`config.mk`:
```
export PLATFORM = sky130hd
export DESIGN_NAME = mio_arbiter
export DESIGN_NICKNAME = d
export VERILOG_FILES = /design/src/rtl/mio_pkg.sv /design/src/rtl/mio_tmo_cnt.sv /design/src/rtl/mio_arbiter.sv
export SDC_FILE = /design/constraint.sdc
export NUM_CORES = 1
export LEC_CHECK = 0
export ABC_AREA = 1
export CORE_UTILIZATION = 35
export CTS_CLUSTER_DIAMETER = 30
export DETAILED_ROUTE_END_ITERATION = 16
export PLACE_DENSITY = 0.79
export SETUP_SLACK_MARGIN = 0.15
export SLEW_MARGIN = 20
export SYNTH_ARGS = -nofsm -noshare
export SYNTH_HDL_FRONTEND = slang
export SYNTH_HIERARCHICAL = 1
export SYNTH_SLANG_ARGS = --single-unit
```
`constraint.sdc`:
```
create_clock -name clk -period 10.2 [get_ports clk]
set_input_delay 3.06 -clock clk [delete_from_list [all_inputs] [get_ports clk]]
set_output_delay 3.06 -clock clk [all_outputs]
set_load 0.05 [all_outputs]
```
`src/rtl/mio_pkg.sv`:
```
// Shared definitions for the memory/IO arbiter: FSM encoding, requester
// indices and the read-data pattern returned when the bus never answers.
package mio_pkg;

    typedef enum logic [1:0] {
        ST_IDLE   = 2'd0,
        ST_ACCESS = 2'd1,
        ST_DONE   = 2'd2
    } mio_state_t;

    localparam int PORT_CPU = 0;
    localparam int PORT_DMA = 1;

    localparam logic [31:0] TMO_PATTERN = 32'hDEAD_BEEF;

endpackage

```
`src/rtl/mio_tmo_cnt.sv`:
```
// Bus-access watchdog: counts ACCESS cycles and flags the last allowed one.
module mio_tmo_cnt #(
    parameter int TMO = 16
) (
    input  logic clk,
    input  logic reset,
    input  logic clear,
    input  logic enable,
    output logic tc
);

    logic [7:0] count;

    always_ff @(posedge clk or posedge reset) begin
        if (reset) begin
            count <= 8'd0;
        end else if (clear) begin
            count <= 8'd0;
        end else if (enable) begin
            count <= count + 8'd1;
        end
    end

    assign tc = (count == 8'(TMO - 1));

endmodule

```
`src/rtl/mio_arbiter.sv`:
```
// Two-requester (CPU, DMA) round-robin arbiter in front of a single memory bus,
// with per-port read-data registers and an ack timeout.
module mio_arbiter
    import mio_pkg::*;
#(
    parameter int AW  = 32,
    parameter int TMO = 16
) (
    input  logic          clk,
    input  logic          reset,
    input  logic          cpu_req,
    input  logic          cpu_we,
    input  logic [AW-1:0] cpu_addr,
    input  logic [31:0]   cpu_wdata,
    output logic [31:0]   cpu_rdata,
    output logic          cpu_ready,
    input  logic          dma_req,
    input  logic          dma_we,
    input  logic [AW-1:0] dma_addr,
    input  logic [31:0]   dma_wdata,
    output logic [31:0]   dma_rdata,
    output logic          dma_ready,
    output logic          mem_en,
    output logic          mem_we,
    output logic [AW-1:0] mem_addr,
    output logic [31:0]   mem_wdata,
    input  logic [31:0]   mem_rdata,
    input  logic          mem_ack,
    output logic [1:0]    grant,
    output logic          err
);

    mio_state_t state;
    logic       prio_dma;
    logic       tmo_tc;

    mio_tmo_cnt #(.TMO(TMO)) u_tmo (
        .clk    (clk),
        .reset  (reset),
        .clear  (state == ST_IDLE),
        .enable (state == ST_ACCESS),
        .tc     (tmo_tc)
    );

    // prio_dma names who wins the next tie; it flips to the other port on
    // every grant, and starts at CPU so the first tie after reset goes there.
    always_ff @(posedge clk or posedge reset) begin
        if (reset) begin
            state     <= ST_IDLE;
            prio_dma  <= 1'b0;
            grant     <= 2'b00;
            mem_en    <= 1'b0;
            mem_we    <= 1'b0;
            mem_addr  <= '0;
            mem_wdata <= 32'd0;
            cpu_rdata <= 32'd0;
            dma_rdata <= 32'd0;
            cpu_ready <= 1'b0;
            dma_ready <= 1'b0;
            err       <= 1'b0;
        end else begin
            cpu_ready <= 1'b0;
            dma_ready <= 1'b0;
            err       <= 1'b0;
            case (state)
                ST_IDLE: begin
                    if (cpu_req && (!dma_req || !prio_dma)) begin
                        grant[PORT_CPU] <= 1'b1;
                        prio_dma  <= 1'b1;
                        mem_we    <= cpu_we;
                        mem_addr  <= cpu_addr;
                        mem_wdata <= cpu_wdata;
                        mem_en    <= 1'b1;
                        state     <= ST_ACCESS;
                    end else if (dma_req) begin
                        grant[PORT_DMA] <= 1'b1;
                        prio_dma  <= 1'b0;
                        mem_we    <= dma_we;
                        mem_addr  <= dma_addr;
                        mem_wdata <= dma_wdata;
                        mem_en    <= 1'b1;
                        state     <= ST_ACCESS;
                    end
                end
                // An ack on the terminal cycle is a real completion, so it is tested first.
                ST_ACCESS: begin
                    if (mem_ack || tmo_tc) begin
                        if (grant[PORT_CPU]) begin
                            cpu_rdata <= mem_ack ? mem_rdata : TMO_PATTERN;
                        end
                        if (grant[PORT_DMA]) begin
                            dma_rdata <= mem_ack ? mem_rdata : TMO_PATTERN;
                        end
                        cpu_ready <= grant[PORT_CPU];
                        dma_ready <= grant[PORT_DMA];
                        err       <= !mem_ack;
                        mem_en    <= 1'b0;
                        state     <= ST_DONE;
                    end
                end
                ST_DONE: begin
                    grant <= 2'b00;
                    state <= ST_IDLE;
                end
                default: begin
                    grant  <= 2'b00;
                    mem_en <= 1'b0;
                    state  <= ST_IDLE;
                end
            endcase
        end
    end

endmodule

```
==> impl_results.rst <==
.. list-table::
   :header-rows: 1

   * - Metric
     - Value
   * - Worst slack on hold paths
     - 0.4740 ns
   * - Slew HR
     - 36.80%
   * - Vias in the first global route
     - 6942
   * - Crit path cell chain
     - clkdlybuf4s50_1 > buf_4 > nor2_4 > nor2_4 > nand2_2 > nand2_1 > nand2_1
   * - Detailed-route via count
     - 7207
   * - Final antenna-violating net count
     - 0
   * - Register bit count reported by yosys
     - 146
   * - Final layout net count
     - 1440
   * - Clock latency reported for the late side of the worst-skew pair
     - 0.42 ns
   * - Total DRC errors in the routed layout
     - 0
   * - Tmin final
     - 5.235 ns
   * - Share of post-route cells with drive strength above 1
     - 4.202%
   * - Biggest area consumer among synthesized cells
     - sky130_fd_sc_hd__dfrtp_1
   * - Global placer's final weighted congestion
     - 0.8272
   * - Placeable core region
     - 0.02036 sq mm
   * - Register-to-register path setup slack
     - 7.25 ns
   * - Worst min path class
     - reg -> reg
   * - Clock tree root driver cell
     - sky130_fd_sc_hd__clkbuf_16
   * - H-tree depth
     - 4
   * - All-layer global routing usage
     - 20.37%
   * - Antenna violations before repair
     - 0
   * - Worst stage delay on the critical path
     - 0.63 ns
   * - Buffer count from post-CTS setup fixing
     - 0
   * - Area growth from synthesis to layout
     - 51.10%
   * - Maximum clock insertion buffer count
     - 2
   * - Standard cell with the maximum stage delay on the critical path
     - sky130_fd_sc_hd__nand2_2
   * - Cell row count
     - 52
   * - Worst Setup End Kind
     - register
   * - Count of distinct cell types in the synthesized netlist
     - 21
   * - WS Path Type
     - in -> reg
   * - Post-layout total power
     - 3888 uW
   * - Worst-case clock skew
     - 0.009232 ns
   * - Endpoint of the worst-slack reg-to-reg timing path
     - dma_rdata[2]
   * - Syn nets
     - 1172
   * - Clk sink count
     - 146
   * - Final Max Tran Viols
     - 0
   * - Per-cell routed wire length
     - 13.58 um
   * - Crit path launch type
     - input pin
   * - Timing-limited maximum frequency
     - 191.0 MHz
   * - Worst Hold Endpoint
     - dma_rdata[28]
   * - Violation count after the first detailed-route iteration
     - 397
   * - Slew at the pin closest to its max-slew limit
     - 0.9480 ns
   * - Launch point of the worst hold path
     - dma_rdata[28]
   * - First-pass GRT wire length
     - 34.96 mm
   * - Power per cell area
     - 352.5 mW/mm^2
   * - Hold buffers post-CTS
     - 0
   * - Worst endpoint data arrival time
     - 5.53 ns
   * - Area share of and/or/nand/nor cells after synthesis
     - 35.36%
   * - DIE WIDTH
     - 146.4 um
   * - Pin count of the biggest net entering global routing
     - 75
   * - Maximum fanout along the worst path
     - 34
   * - Required time at the endpoint of the critical path
     - 10.50 ns
   * - Post-DP HPWL
     - 14.56 mm
   * - Via density
     - 4.635
   * - Top area cells in the synthesized netlist
     - sky130_fd_sc_hd__dfrtp_1 (50%), sky130_fd_sc_hd__nand2_1 (20%), sky130_fd_sc_hd__nand3_1 (14%)
   * - Worst ir drop on vdd
     - 0.1623 mV
   * - Inserted Clock Buffers
     - 17
   * - Count of antenna diodes in the layout
     - 0
   * - Leakage
     - 0.005851 uW
   * - Pre-antenna DRT Iters
     - 5
   * - Post-CTS sizing
     - 0
   * - Total I/O pin count
     - 302
   * - Synth Area in Compound Gates
     - 0.5828%
   * - Share of synthesized area occupied by flip-flops and latches
     - 50.05%
   * - Adder-cell area share of the yosys netlist
     - 0.1714%
   * - Synthesized instance count
     - 1004
   * - Launching point of the worst reg2reg path
     - u_tmo/count[0]
   * - Clock transition at path regs
     - 0.07 ns
   * - Aggregate global routing overflow
     - 0
   * - Final period util
     - 51.32%
   * - Xor/xnor share of the synthesized area
     - 0.1200%
   * - Proportion of synthesized area in mux cells
     - 0%
   * - Yosys warns
     - 6
   * - Starting density of the core
     - 35.84%
   * - Setup repair after global routing missed its margin
     - no
   * - Number of endpoints failing setup at the final stage
     - 0
   * - Count of cells along the worst hold path
     - 2
   * - Overall die height
     - 146.4 um
   * - Port-buffer cells
     - 301
   * - Final hold violations
     - 0
   * - Final setup TNS
     - 0 ns
   * - TritonCTS clock tree
     - built
   * - Die area
     - 0.02144 sq mm
   * - Status
     - finished clean
   * - Max-cap viol count
     - 0
   * - Final routed wirelength across all metal layers
     - 21.11 mm
   * - Average instance area after synthesis
     - 7.270 sq um
   * - FF-to-FF path depth
     - 10
   * - Share of Yosys cell area claimed by the top area cell type
     - 50.05%
   * - Mapped Area
     - 0.007300 sq mm
   * - Dominant combinational cell family by area after synthesis
     - simple AND/OR/NAND/NOR gates
## state kept, by name (all words and copies together) (netlist names)
name and count:
err 1, dma_rdata 32, prio_dma 1, mem_wdata 32, mem_en 1, mem_addr 32, dma_ready 1, cpu_rdata 32
mem_we 1, grant 2, state 2, cpu_ready 1, u_tmo/count 8
## Yosys cell counts, drive strengths merged
master / instances
nor2: 19
nand2: 383
nand4: 1
a211oi: 1
nand3: 200
clkbuf: 14
ha: 1
a21oi: 4
nor3: 3
o21ai: 3
dfrtp: 146
buf: 44
inv: 184
xnor2: 1
## through the flow
stage / utilization (%) / instances / cell area [sq um] / setup slack, ns
after floorplan: - / 1004 / 7300 / 3.444
after global placement: 51.04 / 1523 / 10400 / 4.690
after detailed placement: 51.08 / 1523 / 10400 / 4.608
after CTS: 54.16 / 1555 / 11030 / 5.032
after global routing: 54.16 / 1555 / 11030 / 4.834
final: 54.16 / 1555 / 11030 / 4.965
## layer usage
metal / vias to the layer above / part of all wire [%] / track usage [%]
li1: 3556 / - / -
met1: 3306 / 43 / 26.08
met2: 309 / 46 / 33.17
met3: 36 / 7.9 / 4.594
met4: 0 / 2.8 / 8.542
met5: - / 0 / 0
## power breakdown
part | leakage, uW | switching, uW | internal [uW]
logic | 0.00375 | 1530 | 675
clock network | 0.000299 | 270 | 400
registers | 0.00180 | 162 | 854
## critical path, delay by kind of cell
kind                   cells  cell delay, ns
AND/OR/NAND/NOR            5            1.63
buffers and inverters      2            0.82
## cell usage in the layout (no fill, tap or decap), drive strengths merged
master | synthesis | layout
nand4 | 1 | 1
nor3 | 3 | 3
nand2 | 383 | 383
clkinvlp | 0 | 3
nor2 | 19 | 19
xnor2 | 1 | 1
clkbuf | 14 | 18
o21ai | 3 | 3
inv | 184 | 192
buf | 44 | 7
a21oi | 4 | 4
ha | 1 | 1
nand3 | 200 | 200
bufinv | 0 | 3
clkdlybuf4s50 | 0 | 300
dfrtp | 146 | 146
a211oi | 1 | 1
## area by class of cell
class                      instances  area [sq um]
clock buffer                      18         439.2
clock inverter                    14         187.7
fill                            1902          9335
inverter                         184         698.2
multi-input combinational        616          2660
sequential                       146          3654
tap                              270         337.8
timing repair buffer             307          3053
## cells by family (layout without fill, tap and decap cells)
kind of cell / after synthesis / count (layout)
fa+ha+maj: 1 / 1
simple gates: 606 / 606
buf+inv: 242 / 523
compound gates: 8 / 8
xor+xnor: 1 / 1
flops: 146 / 146
## how the worst max path moves through the flow
stage	from	end	slack (ns)	depth (start not counted)
3_3_place_gp	mem_ack	dma_rdata[28]	4.69	7
2_1_floorplan	reset	cpu_rdata[0]	3.44	1
3_5_place_dp	mem_ack	dma_rdata[2]	4.61	7
4_1_cts	mem_ack	dma_rdata[2]	5.03	7
6_report	mem_ack	dma_rdata[2]	4.96	7
5_1_grt	mem_ack	cpu_rdata[17]	4.83	7
Note: power is estimated with default switching activity, not from simulation.
